--- config.mk ---
export PLATFORM = sky130hd
export DESIGN_NAME = countdown_controller
export DESIGN_NICKNAME = d
export VERILOG_FILES = /design/src/rtl/countdown_pkg.sv /design/src/rtl/down_counter_core.sv /design/src/rtl/countdown_controller.sv
export SDC_FILE = /design/constraint.sdc
export NUM_CORES = 1
export LEC_CHECK = 0
export ABC_AREA = 1
export CAP_MARGIN = 15
export CELL_PAD_IN_SITES_DETAIL_PLACEMENT = 0
export CELL_PAD_IN_SITES_GLOBAL_PLACEMENT = 1
export CORE_ASPECT_RATIO = 0.9
export CORE_MARGIN = 1.5
export CORE_UTILIZATION = 35
export CTS_CLUSTER_SIZE = 28
export DETAILED_ROUTE_END_ITERATION = 10
export MAX_ROUTING_LAYER = met4
export PLACE_DENSITY = 0.83
export SYNTH_ARGS = -nofsm -noshare
export SYNTH_HDL_FRONTEND = slang
export SYNTH_SLANG_ARGS = --single-unit
--- constraint.sdc ---
create_clock -name clk -period 3.4 [get_ports clk]
set_clock_uncertainty 0.2 [all_clocks]
set_input_delay 0.85 -clock clk [delete_from_list [all_inputs] [get_ports clk]]
set_output_delay 0.85 -clock clk [all_outputs]
set_load 0.03 [all_outputs]
--- src/rtl/countdown_pkg.sv ---
// Shared types and helpers for the countdown controller and its counter core.
package countdown_pkg;

  typedef enum logic [1:0] {IDLE, RUN, PAUSE, DONE} cd_state_t;

  // Prescaler register width.
  // It is wide enough to hold PRESCALE-1 and still works for PRESCALE == 1.
  function automatic int psc_width(input int prescale);
    return $clog2(prescale) + 1;
  endfunction

endpackage

--- src/rtl/down_counter_core.sv ---
// Loadable N-bit down-counter that saturates at zero.
// The counter core has no sequencing logic of its own.
// The controller decides when to load it and when to decrement it.
module down_counter_core #(
  parameter int N = 4
) (
  input  logic         clk,
  input  logic         reset,
  input  logic         load,
  input  logic [N-1:0] load_value,
  input  logic         dec_en,
  output logic [N-1:0] count,
  output logic         zero
);

  // Load takes precedence over decrement, and a count of zero is never decremented.
  always_ff @(posedge clk or posedge reset) begin
    if (reset)                         count <= '0;
    else if (load)                     count <= load_value;
    else if (dec_en && count != '0)    count <= count - N'(1);
  end

  assign zero = (count == '0);

endmodule

--- src/rtl/countdown_controller.sv ---
// Sequencing FSM around down_counter_core.
// It turns start/pause/abort levels into counter loads and into decrement enables
// spaced by the prescaler. It also flags expiry with a single-cycle done.
module countdown_controller
  import countdown_pkg::*;
#(
  parameter int N        = 4,
  parameter int PRESCALE = 1
) (
  input  logic         clk,
  input  logic         reset,
  input  logic         start,
  input  logic         pause,
  input  logic         abort,
  input  logic         auto_reload,
  input  logic [N-1:0] load_value,
  output logic [N-1:0] count,
  output logic         busy,
  output logic         paused,
  output logic         done
);

  localparam int PW = psc_width(PRESCALE);

  cd_state_t       state, ns;
  logic [PW-1:0]   psc, psc_n;
  logic            ld, dec, zero, tick;
  logic [N-1:0]    ld_val;

  assign tick = (psc == PW'(PRESCALE - 1));

  // Next-state, counter command and prescaler update. A later abort overrides everything.
  always_comb begin
    ns     = state;
    psc_n  = psc;
    ld     = 1'b0;
    dec    = 1'b0;
    ld_val = load_value;
    case (state)
      IDLE: begin
        if (start) begin
          ld    = 1'b1;
          psc_n = '0;
          ns    = (load_value == '0) ? DONE : RUN;
        end
      end
      RUN: begin
        if (pause) begin
          ns = PAUSE;                 // tick of this cycle is dropped; everything holds
        end else if (tick) begin
          psc_n = '0;
          dec   = !zero;
          if (count == N'(1)) ns = DONE;
        end else begin
          psc_n = psc + PW'(1);
        end
      end
      PAUSE: begin
        if (!pause) ns = RUN;         // prescaler resumes from its frozen phase
      end
      DONE: begin
        if (auto_reload) begin
          ld    = 1'b1;
          psc_n = '0;
          ns    = (load_value == '0) ? DONE : RUN;
        end else begin
          ns = IDLE;
        end
      end
      default: ns = IDLE;
    endcase
    if (abort) begin
      ns     = IDLE;
      ld     = 1'b1;
      ld_val = '0;
      dec    = 1'b0;
      psc_n  = '0;
    end
  end

  // State and prescaler registers.
  // The status outputs are registered from the next state, so they align with state.
  always_ff @(posedge clk or posedge reset) begin
    if (reset) begin
      state  <= IDLE;
      psc    <= '0;
      busy   <= 1'b0;
      paused <= 1'b0;
      done   <= 1'b0;
    end else begin
      state  <= ns;
      psc    <= psc_n;
      busy   <= (ns == RUN) || (ns == PAUSE);
      paused <= (ns == PAUSE);
      done   <= (ns == DONE);
    end
  end

  down_counter_core #(.N(N)) u_core (
    .clk        (clk),
    .reset      (reset),
    .load       (ld),
    .load_value (ld_val),
    .dec_en     (dec),
    .count      (count),
    .zero       (zero)
  );

endmodule
**Word level (Yosys, flattened, before mapping)**

Index checks and enable logic that the tools add are counted.

- Multiplexer cells: 26
- Add/sub/neg operators: 2
- Reductions and logical operators: 10
- Equal/unequal tests: 10

Operators with widths:

| cell | count |
|---|---|
| $mux W2 | 8 |
| $mux W1 | 12 |
| $mux W4 | 3 |
| $ne A3 B3 Y1 const B | 3 |
| $eq A2 B2 Y1 const B | 4 |
| $logic_not A4 Y1 | 2 |
| $pmux W2 S4 | 1 |
| $reduce_bool A4 Y1 | 2 |
| $eq A2 B1 Y1 const B | 2 |
| $eq A4 B1 Y1 const B | 1 |
| $reduce_and A4 Y1 | 1 |
| $sub A4 B1 Y4 const B | 1 |
| $pmux W1 S3 | 1 |
| $logic_not A2 Y1 | 1 |
| $pmux W1 S2 | 1 |
| $reduce_bool A2 Y1 | 1 |
| $add A1 B1 Y1 const B | 1 |
| $logic_and A1 B1 Y1 | 1 |
| $logic_not A1 Y1 | 1 |
| $logic_or A1 B1 Y1 | 1 |

- Output and inout bits: 7
- Bits in registers: 10
- Logic and storage cells: 54
- Input port bits: 10

**Longest topological paths before layout**

Gate-level depths: netlist of the first run.

- Depth after elaboration: 9
- Gate-level depth with buffers: 10

**Modules after synthesis**

A second synthesis of the first run with hierarchy kept.

- Cells, all modules: 111
- Area, all modules: 738.2 um2

Modules (own cells, without submodules):

| module | times used | area each (um2) | cells each |
|---|---|---|---|
| countdown_controller | 1 | 439.2 | 64 |
| down_counter_core | 1 | 299.0 | 47 |

**Least setup slack after synthesis of the first run**

Ideal clock, no wire load.

- Path type: input to register
- Start: input load_value[1]
- End: register busy
- Path buffers: 0
- Cell stages on the path: 7
- Arrival: 1,639 ps
- Setup slack: 1,498 ps
- Cell sequence: nor2_1 -> nand3_1 -> o21ai_1 -> nand2_1 -> nor2_1 -> ha_1 -> inv_1

- Cells in the longest elaborated chain, start to end: 7
- Elaborated cells between the ends (all ways): 9

Ends and longest elaborated chain:

| what | line | source |
|---|---|---|
| start, declared | countdown_controller.sv:16 | `input logic [N-1:0] load_value,` |
| $logic_not A4 Y1 (*) | countdown_controller.sv:44, countdown_controller.sv:65 |  |
| $mux W2 (*) | countdown_controller.sv:44, countdown_controller.sv:65 |  |
| $mux W2, on equally long branches | countdown_controller.sv:62, countdown_controller.sv:41 |  |
| $pmux W2 S4 (*) | countdown_controller.sv:39 | `case (state)` |
| $mux W2 (*) | countdown_controller.sv:72 | `if (abort) begin` |
| via ns[1] | countdown_controller.sv:25 | `cd_state_t state, ns;` |
| $eq A2 B1 Y1 or $eq A2 B2 Y1 (tied branches) | countdown_controller.sv:93 | `busy <= (ns == RUN) \|\| (ns == PAUSE);` |
| $logic_or A1 B1 Y1 (*) | countdown_controller.sv:93 |  |
| end signal, assigned | countdown_controller.sv:93 |  |
| end, declared | countdown_controller.sv:18 | `output logic busy,` |

Mark *: on every way through the listed nets, which the timed path passes. The rest lies on a longest branch.
A chain may end at the register's enable or synchronous reset.

**Worst setup path in the final report of the first run**

- Start: register u_core.count[2]
- End: output count[2]

RTL lines:

| what | line | source |
|---|---|---|
| start, declared | down_counter_core.sv:12 | `output logic [N-1:0] count,` |
| start signal, assigned | down_counter_core.sv:19 | `else if (load) count <= load_value;` |
| start signal, assigned | down_counter_core.sv:20 | `else if (dec_en && count != '0) count <= count - N'(1);` |
| end, declared | countdown_controller.sv:17 | `output logic [N-1:0] count,` |

No word-level cell between the ends.

==> summary.md, run 1 <==
| Metric | Value |
|---|---|
| Status | `finished clean` |
| Slew of the pin with the lowest slew margin | `roughly 320 ps` |
| Nets@finish | `between 100 and 150` |
| Full die area | `between 2000 and 2500 sq um` |
| Commonest non-fill, non-tap cell in the layout | `nand2_1` |
| Seq/Total Area, Yosys | `a little under a third` |
| Starting Density | `37.2%` |
| Post-route ant nets | `0` |
| Fin crit period | `2440 ps` |
| First-pass GRT wire length | `2660 um` |
| Net Count, Synth | `117` |
| Io pins | `17` |
| Max Root-Sink Buffers | `2` |
| Worst skew pair latency | `260 ps` |
| Startpoint types | `flop` |
| Clock transition at path regs | `~60 ps` |
| Vias | `between 600 and 700` |
| Peak supply drop | `~0.00052 V` |
| WHS Path Cells | `2` |
| Synth warn | `0` |
| Worst Reg2Reg Path Length in Cells | `10` |
| CTS-repair resized insts | `0` |
| TritonCTS clock tree | `done` |
| Vias in the first global route | `651` |
| Total power | `between 0.0007 and 0.0008 W` |
| Routability cong. | `~0.84` |
| CP Class | `flop to primary output` |
| Routed WL | `roughly 1500 um` |
| Setup tns final | `0 ps` |
| Total GRT Usage | `roughly 16%` |
| Die H | `roughly 46 um` |
| Core Box Area | `a little under 2000 sq um` |
| Arrival time worst endpoint | `between 1000 and 1500 ps` |
| Final setup margin | `957 ps` |
| First-pass DRT Iterations | `4` |
| Pleak | `between 0.5 and 0.6 nW` |
| Slew margin rel. | `between 70% and 80%` |
| # DRC | `0` |
| Largest area contributor in the netlist | `dfrtp_1` |
| FF-to-FF Start | `state[1]` |
| Stages on the worst setup path | `1` |
| CTS Root Cell | `clkbuf_4` |
| Post-DR wirelength/cell | `approximately 10 um` |
| ANT cells | `0` |
| CP peak stage delay | `about 700 ps` |
| Worst slack at placement | `approximately 900 ps` |
| Largest net degree at the start of global routing | `10` |
| Fin crit share | `between 70% and 80%` |
| CP Capture Type | `primary output` |
| Cts bufs inserted | `3` |
| Worst setup path start | `u_core.count[2]` |
| Synth Instances | `97` |
| Fmax achieved | `slightly above 400 MHz` |
| Power density cells | `approximately 830 nW/um^2` |
| Syn_area_per_cell | `between 7 and 8 sq um` |
| Crit path buffers/inverters | `1` |
| IO Port Bufs | `16` |
| Total of max-cap violations | `0` |
| Largest delay share family, worst path | `buffers and inverters` |
| Number of core rows | `15` |
| Synthesis-stage register bit count | `9` |
| Final setup fails | `0` |
| Top cell type's share of synthesized area | `roughly a third` |
| Die W | `50.8 um` |
| Hold path start | `u_core.count[3]` |
| WHS | `between 300 and 400 ps` |
| Hold violation count in the final report | `0` |
| Initial antenna violation count | `0` |
| Synth unique cells | `16` |
| Worst Path Required | `2350 ps` |
| Fraction of layout cells with a size suffix above 1 | `roughly 13%` |
| Clk sinks | `9` |
| Hold Crit Class | `flop to flop` |
| RSZ-0062 raised after global routing | `false` |
| Clock H-tree levels | `1` |
| Flop2flop setup slack | `around 1500 ps` |
| DRT iter0 DRCs | `12` |
| Cell Area, Synth | `approximately 720 sq um` |
| Setup Fix Bufs, Post-CTS | `0` |
| Critical path fanouts, max | `5` |
| Crit-path slowest cell | `clkdlybuf4s50_1` |
| Hold-fix buffers, CTS | `0` |
| Leading post-synthesis cells by cell area | `dfrtp_1 (31%), ha_1 (17%), nand2_1 (14%), nand3_1 (8.4%), inv_1 (7.8%)` |
| Grt ovf | `0` |
| Area grow syn2layout | `30.5%` |
| Final Max Tran Viols | `0` |
| HPWL after DPL | `around 1200 um` |
| Most frequent cells in the layout | `nand2_1 (26), clkdlybuf4s50_1 (16), inv_1 (15), nand3_1 (12), ha_1 (10)` |
| Crit path cell chain | `clkdlybuf4s50_1` |
| Vias/cell | `4.58` |
[worst min-delay path, cell delays in order, from the launching register on]
cell and delay (ps):
dfrtp_1 390, nand3_1 90, nand2_1 70
[synth_stat cells, drive strengths merged]
| master | n |
|---|---|
| a21oi | 4 |
| dfrtp | 9 |
| ha | 10 |
| inv | 18 |
| nand2 | 31 |
| nand3 | 14 |
| nand4 | 2 |
| nor2 | 5 |
| o21ai | 3 |
| xor2 | 1 |
[worst paths after layout]
kind                                   endpoint
worst max-delay path                   count[2]
worst min-delay path            u_core.count[3]
worst max register to register             busy
worst min register to register  u_core.count[3]
max in group asynchronous       u_core.count[3]
min in group asynchronous                paused
[registers in the layout, indices dropped and copies added, names as in the netlist]
| signal | count |
|---|---|
| paused | 1 |
| u_core.count | 4 |
| busy | 1 |
| done | 1 |
| state | 2 |
[stage by stage]
step / area, sq um / cells / utilization, %
3_5_place_dp: 910 / 138 / 47.1
2_1_floorplan: 718 / 97 / -
3_3_place_gp: 910 / 138 / 47.1
4_1_cts: 937 / 142 / 48.5
6_report: 937 / 142 / 48.5
5_1_grt: 937 / 142 / 48.5
[where the power goes]
group | total (W) | internal [W] | switching, W
Combinational | 0.000505 | 0.000193 | 0.000313
Clock | 0.0000810 | 0.0000433 | 0.0000377
Sequential | 0.000190 | 0.000151 | 0.0000393
Total | 0.000776 | 0.000387 | 0.000390
[final cells by class]
cell class                 instances  area, sq um
clock inverter                     1         5.00
inverter                          18         67.6
multi-input combinational         70          425
sequential                         9          225
clock buffer                       3         22.5
tap                               25         31.3
fill                             184          996
timing repair buffer              16          160
[layer usage]
layer  global-route usage (%)  part of all wire [%]  vias up
met3                     2.30                   4.9        2
met1                     19.3                    50      285
met5                        -                     0        -
met4                     8.11                  0.68        0
met2                     25.5                    44       15
li1                         -                     -      348
[cells by family after synthesis]
group	share of synthesized area (%)
DFF	31.4
xor gates and xnor gates	1.22
AOI/OAI and AO/OA	6.45
buffers and inverters	9.41
adders and majority gates	17.4
and+or+nand+nor	34.1
(Power assumes the default switching activity.)
==> run 2: changes to the inputs <==
Settings changed: CORE_UTILIZATION 35 to 34, PLACE_DENSITY 0.83 to 0.81.
Clock period 3.4 ns to 2.3 ns, I/O delays scaled along.
==> summary.md, run 2 (synthesis gave the netlist of run 1 again) <==
| Metric | Value |
|---|---|
| Worst Path Required | `1520 ps (-830 ps)` |
| Critical R2R Capture | `busy` |
| Post-route ant nets | `0 (unchanged)` |
| Hold-fix buffers, CTS | `0 (unchanged)` |
| Vias | `662 (+1.8%)` |
| Clock H-tree levels | `1 (unchanged)` |
| Final Max Tran Viols | `0 (unchanged)` |
| DRT iter0 DRCs | `7 (-5)` |
| Arrival time worst endpoint | `1390 ps (about the same)` |
| RSZ-0062 raised after global routing | `false` |
| Peak supply drop | `0.000583 V (+13%)` |
| Core Box Area | `1950 sq um (+0.97%)` |
| Slew margin rel. | `76.4% (-2.0 points)` |
| Io pins | `17 (unchanged)` |
| Area of the multi-input gates | `425 sq um (unchanged)` |
| First-pass DRT Iterations | `4 (unchanged)` |
| Status | `finished clean` |
| HPWL after DPL | `1210 um (+0.37%)` |
| Area grow syn2layout | `30.3%` |
| Flop2flop setup slack | `430 ps (-1090 ps)` |
| Total power | `0.00115 W (+49%)` |
| Fmax achieved | `roughly 460 MHz` |
| Power density cells | `1230 nW/um^2 (+49%)` |
| CP peak stage delay | `700 ps (about the same)` |
| Clock transition at path regs | `50 ps (about the same)` |
| Fin crit period | `2160 ps` |
| Vias/cell | `4.66 (+1.8%)` |
| Setup Fix Bufs, Post-CTS | `0 (unchanged)` |
| Final setup fails | `0 (unchanged)` |
| Fin crit share | `94.1%` |
| Fraction of layout cells with a size suffix above 1 | `12.0% (-0.85 points)` |
| Crit-path slowest cell | `clkdlybuf4s50_1` |
| Number of core rows | `15 (unchanged)` |
| TritonCTS clock tree | `done` |
| Max Root-Sink Buffers | `2 (unchanged)` |
| CTS-repair resized insts | `0 (unchanged)` |
| Initial antenna violation count | `0 (unchanged)` |
| Starting Density | `36.8% (-0.36 points)` |
| Total GRT Usage | `14.7% (-1.1 points)` |
| CTS Root Cell | `clkbuf_4` |
| Full die area | `2400 sq um (+2.7%)` |
| Commonest non-fill, non-tap cell in the layout | `nand2_1` |
| CP Class | `flop to primary output` |
| Most frequent cells in the layout | `nand2_1 (26), clkdlybuf4s50_1 (16), inv_1 (15), nand3_1 (12), ha_1 (10)` |
| Largest regs | `u_core.count x4, state x2` |
| IO Port Bufs | `16 (unchanged)` |
| CP Capture Type | `primary output` |
| # DRC | `0 (unchanged)` |
| Setup tns final | `0 ps (unchanged)` |
| Startpoint types | `flop` |
| First-pass GRT wire length | `2480 um (-6.7%)` |
| Grt ovf | `0 (unchanged)` |
| Die W | `51.4 um (+1.4%)` |
| Hold Path End | `u_core.count[3]` |
| WHS Path Cells | `2 (unchanged)` |
| Vias in the first global route | `617 (-5.2%)` |
| Pleak | `0.504 nW (-0.54%)` |
| Crit path cell chain | `clkdlybuf4s50_1` |
| Nets@finish | `138 (unchanged)` |
| Clk sinks | `9 (unchanged)` |
| Total of max-cap violations | `0 (unchanged)` |
| FF-to-FF Start | `state[1]` |
| Hold path start | `u_core.count[3]` |
| Largest register by flop count | `u_core.count` |
| Hold Crit Class | `flop to flop` |
| Max reg flops | `4 (unchanged)` |
| Worst Reg2Reg Path Length in Cells | `10 (unchanged)` |
| Die H | `46.6 um (+1.4%)` |
| Crit path buffers/inverters | `1 (unchanged)` |
| Register area | `225 sq um (unchanged)` |
| Hold violation count in the final report | `0 (unchanged)` |
| Largest delay share family, worst path | `buffers and inverters` |
| Worst skew pair latency | `260 ps (about the same)` |
| Slew of the pin with the lowest slew margin | `354 ps (+30.2 ps)` |
| Post-DR wirelength/cell | `10.7 um (+2.6%)` |
| Fill count | `203 (+10%)` |
| Cts bufs inserted | `3 (unchanged)` |
| ANT cells | `0 (unchanged)` |
| Routability cong. | `0.763 (-8.7%)` |
| Routed WL | `1520 um (+2.6%)` |
| Largest net degree at the start of global routing | `10 (unchanged)` |
| Critical path fanouts, max | `5 (unchanged)` |
-- run 2: cell types whose count changed in the layout (fill, tap and decap cells not counted) --
cell      previous run  this run
clkbuf_1             0         1
clkinv_2             1         0
-- run 2: area by class of cell --
cell class | count | share of cell area (%)
clock buffer | 4 | 2.81
inverter | 18 | 7.22
multi-input combinational | 70 | 45.5
sequential | 9 | 24.1
tap | 25 | 3.34
timing repair buffer | 16 | 17.1
-- run 2: layer usage --
layer / routed length, um / share of wire [%] / track usage (%)
met5: 0 / 0 / -
met4: 14 / 0.92 / 9.47
met3: 68 / 4.5 / 0.974
met2: 662 / 44 / 22.6
met1: 775 / 51 / 18.9
-- run 2: report_power, final --
group | total [W] | switching, W | leakage, nW | internal, W
Clock | 0.000118 | 0.0000514 | 0.0150 | 0.0000666
Combinational | 0.000757 | 0.000471 | 0.371 | 0.000285
Sequential | 0.000279 | 0.0000563 | 0.118 | 0.000223
-- run 2: how the worst max path moves through the flow --
stage,from,to,slack [ps],depth (start not counted)
after floorplan,u_core.count[1],busy,560,9
after global placement,load_value[1],busy,140,8
after detailed placement,load_value[1],busy,100,8
after CTS,u_core.count[2],count[2],110,1
after global routing,u_core.count[2],count[2],70,1
final,u_core.count[2],count[2],140,1
-- run 2: per-stage QoR --
step	hold WS, ps	area (sq um)	worst slack, ps	utilization (%)	instances
after floorplan	203	718	565	-	97
after global placement	341	910	143	46.6	138
after detailed placement	357	910	98.9	46.6	138
after CTS	370	936	111	47.9	142
after global routing	390	936	69.0	47.9	142
final	367	936	135	47.9	142
-- run 2: worst reg2reg max path, cell delays in order (launching register included) --
cell and delay [ps]:
dfrtp_1 430, inv_1 140, ha_1 220, inv_1 70, nand2_1 70, nand2_1 50
nand3_1 80, nor2_1 50, nor2_1 190, ha_1 270, inv_1 60
==> run 3: changes to the inputs <==
Settings changed: PLACE_DENSITY 0.81 to 0.85.
==> summary.md, run 3 (synthesis gave the netlist of run 1 again) <==
| Metric | Value |
|---|---|
| Area of the multi-input gates | `425 sq um (unchanged)` |
| CP Capture Type | `primary output` |
| Most frequent cells in the layout | `nand2_1 (26), clkdlybuf4s50_1 (16), inv_1 (15), nand3_1 (12), ha_1 (10)` |
| Vias in the first global route | `593 (-3.9%)` |
| Hold-fix buffers, CTS | `0 (unchanged)` |
| Register area | `225 sq um (unchanged)` |
| Nets@finish | `138 (unchanged)` |
| Arrival time worst endpoint | `1400 ps (about the same)` |
| Core Box Area | `1950 sq um (unchanged)` |
| Largest delay share family, worst path | `buffers and inverters` |
| Largest register by flop count | `u_core.count` |
| RSZ-0062 raised after global routing | `false` |
| Max Root-Sink Buffers | `2 (unchanged)` |
| Total power | `0.00115 W (-0.44%)` |
| Initial antenna violation count | `0 (unchanged)` |
| Hold violation count in the final report | `0 (unchanged)` |
| First-pass GRT wire length | `2420 um (-2.8%)` |
| Fraction of layout cells with a size suffix above 1 | `12.0% (unchanged)` |
| Startpoint types | `flop` |
| Crit path buffers/inverters | `1 (unchanged)` |
| Full die area | `2400 sq um (unchanged)` |
| Fin crit share | `94.4% (+0.24 points)` |
| WHS | `371 ps (+4.46 ps)` |
| Post-DR wirelength/cell | `10.6 um (-0.99%)` |
| Final Max Tran Viols | `0 (unchanged)` |
| Post-route ant nets | `0 (unchanged)` |
| Number of core rows | `15 (unchanged)` |
| Routability cong. | `0.851 (+12%)` |
| CP Class | `flop to primary output` |
| Worst slack at placement | `108 ps (+9.00 ps)` |
| TritonCTS clock tree | `done` |
| Setup tns final | `0 ps (unchanged)` |
| Peak supply drop | `0.000761 V (+30%)` |
| Starting Density | `36.8% (unchanged)` |
| Crit-path slowest cell | `clkdlybuf4s50_1` |
| Slew of the pin with the lowest slew margin | `340 ps (-13.8 ps)` |
| Routed WL | `1510 um (-0.99%)` |
| First-pass DRT Iterations | `5 (+1)` |
| Power density cells | `1230 nW/um^2 (-0.44%)` |
| Critical path fanouts, max | `5 (unchanged)` |
| Largest net degree at the start of global routing | `10 (unchanged)` |
| Crit path cell chain | `clkdlybuf4s50_1` |
| Max reg flops | `4 (unchanged)` |
| CTS-repair resized insts | `0 (unchanged)` |
| ANT cells | `0 (unchanged)` |
| IO Port Bufs | `16 (unchanged)` |
| CTS Root Cell | `clkbuf_4` |
| Total of max-cap violations | `0 (unchanged)` |
| Io pins | `17 (unchanged)` |
| Largest regs | `u_core.count x4, state x2` |
| Vias | `640 (-3.3%)` |
| HPWL after DPL | `1170 um (-2.8%)` |
| Setup Fix Bufs, Post-CTS | `0 (unchanged)` |
| Final Util | `47.9% (unchanged)` |
| Clock transition at path regs | `60 ps (about the same)` |
| Fill count | `202 (-0.49%)` |
| DRT iter0 DRCs | `3 (-4)` |
| Worst skew pair latency | `260 ps (about the same)` |
| Fin crit period | `2170 ps (+5.63 ps)` |
| Total GRT Usage | `14.2% (-0.48 points)` |
| Clk sinks | `9 (unchanged)` |
| Final setup margin | `130 ps (-5.62 ps)` |
| # DRC | `0 (unchanged)` |
| Pleak | `0.504 nW (unchanged)` |
| Hold Crit Class | `input port to asynchronous set/reset pin` |
| Stages on the worst setup path | `1 (unchanged)` |
| Worst Path Required | `1520 ps (about the same)` |
| Slew margin rel. | `77.3% (+0.92 points)` |
| Status | `finished clean` |
| Final setup fails | `0 (unchanged)` |
| Worst Reg2Reg Path Length in Cells | `10 (unchanged)` |
| Die H | `46.6 um (unchanged)` |
| Vias/cell | `4.51 (-3.3%)` |
| CP peak stage delay | `700 ps (about the same)` |
| Grt ovf | `0 (unchanged)` |
| Commonest non-fill, non-tap cell in the layout | `nand2_1` |
| Area grow syn2layout | `30.3% (unchanged)` |
| Die W | `51.4 um (unchanged)` |
| Fmax achieved | `461 MHz (-0.26%)` |
| Cts bufs inserted | `3 (unchanged)` |
| Clock H-tree levels | `1 (unchanged)` |
## run 3: cell counts in the layout (fill, tap and decap cells not counted)
No cell type changed its count.
## run 3: per-stage QoR
step           instance area, sq um  instances
2_1_floorplan                   718         97
6_report                        936        142
4_1_cts                         936        142
3_3_place_gp                    910        138
3_5_place_dp                    910        138
5_1_grt                         936        142
## run 3: layer usage
| layer | part of all wire, % | global-route usage, % |
|---|---|---|
| met1 | 52 | 19.9 |
| met2 | 41 | 19.5 |
| met3 | 6.2 | 1.95 |
| met4 | 0.66 | 7.89 |
| met5 | 0 | - |
## run 3: final timing paths
kind / startpoint / endpoint / slack (ps)
min in group clk: u_core.count[1] / u_core.count[1] / 370
min reg2reg: u_core.count[1] / u_core.count[1] / 370
min: reset / busy / 370
max reg2reg: state[1] / busy / 410
max in group asynchronous: reset / u_core.count[3] / 1280
max: u_core.count[2] / count[2] / 130
## run 3: area by class of cell
cell class,instances,area share [%]
flip-flops and latches,9,24.1
repair buffers,16,17.1
clock buffers,4,2.81
inverters,18,7.22
multi-input cells,70,45.5
well taps,25,3.34
## run 3: where the power goes
part | internal, W | switching [W] | total, W
logic | 0.000285 | 0.000465 | 0.000750
clock network | 0.0000667 | 0.0000520 | 0.000119
registers | 0.000223 | 0.0000573 | 0.000280
total | 0.000575 | 0.000574 | 0.00115
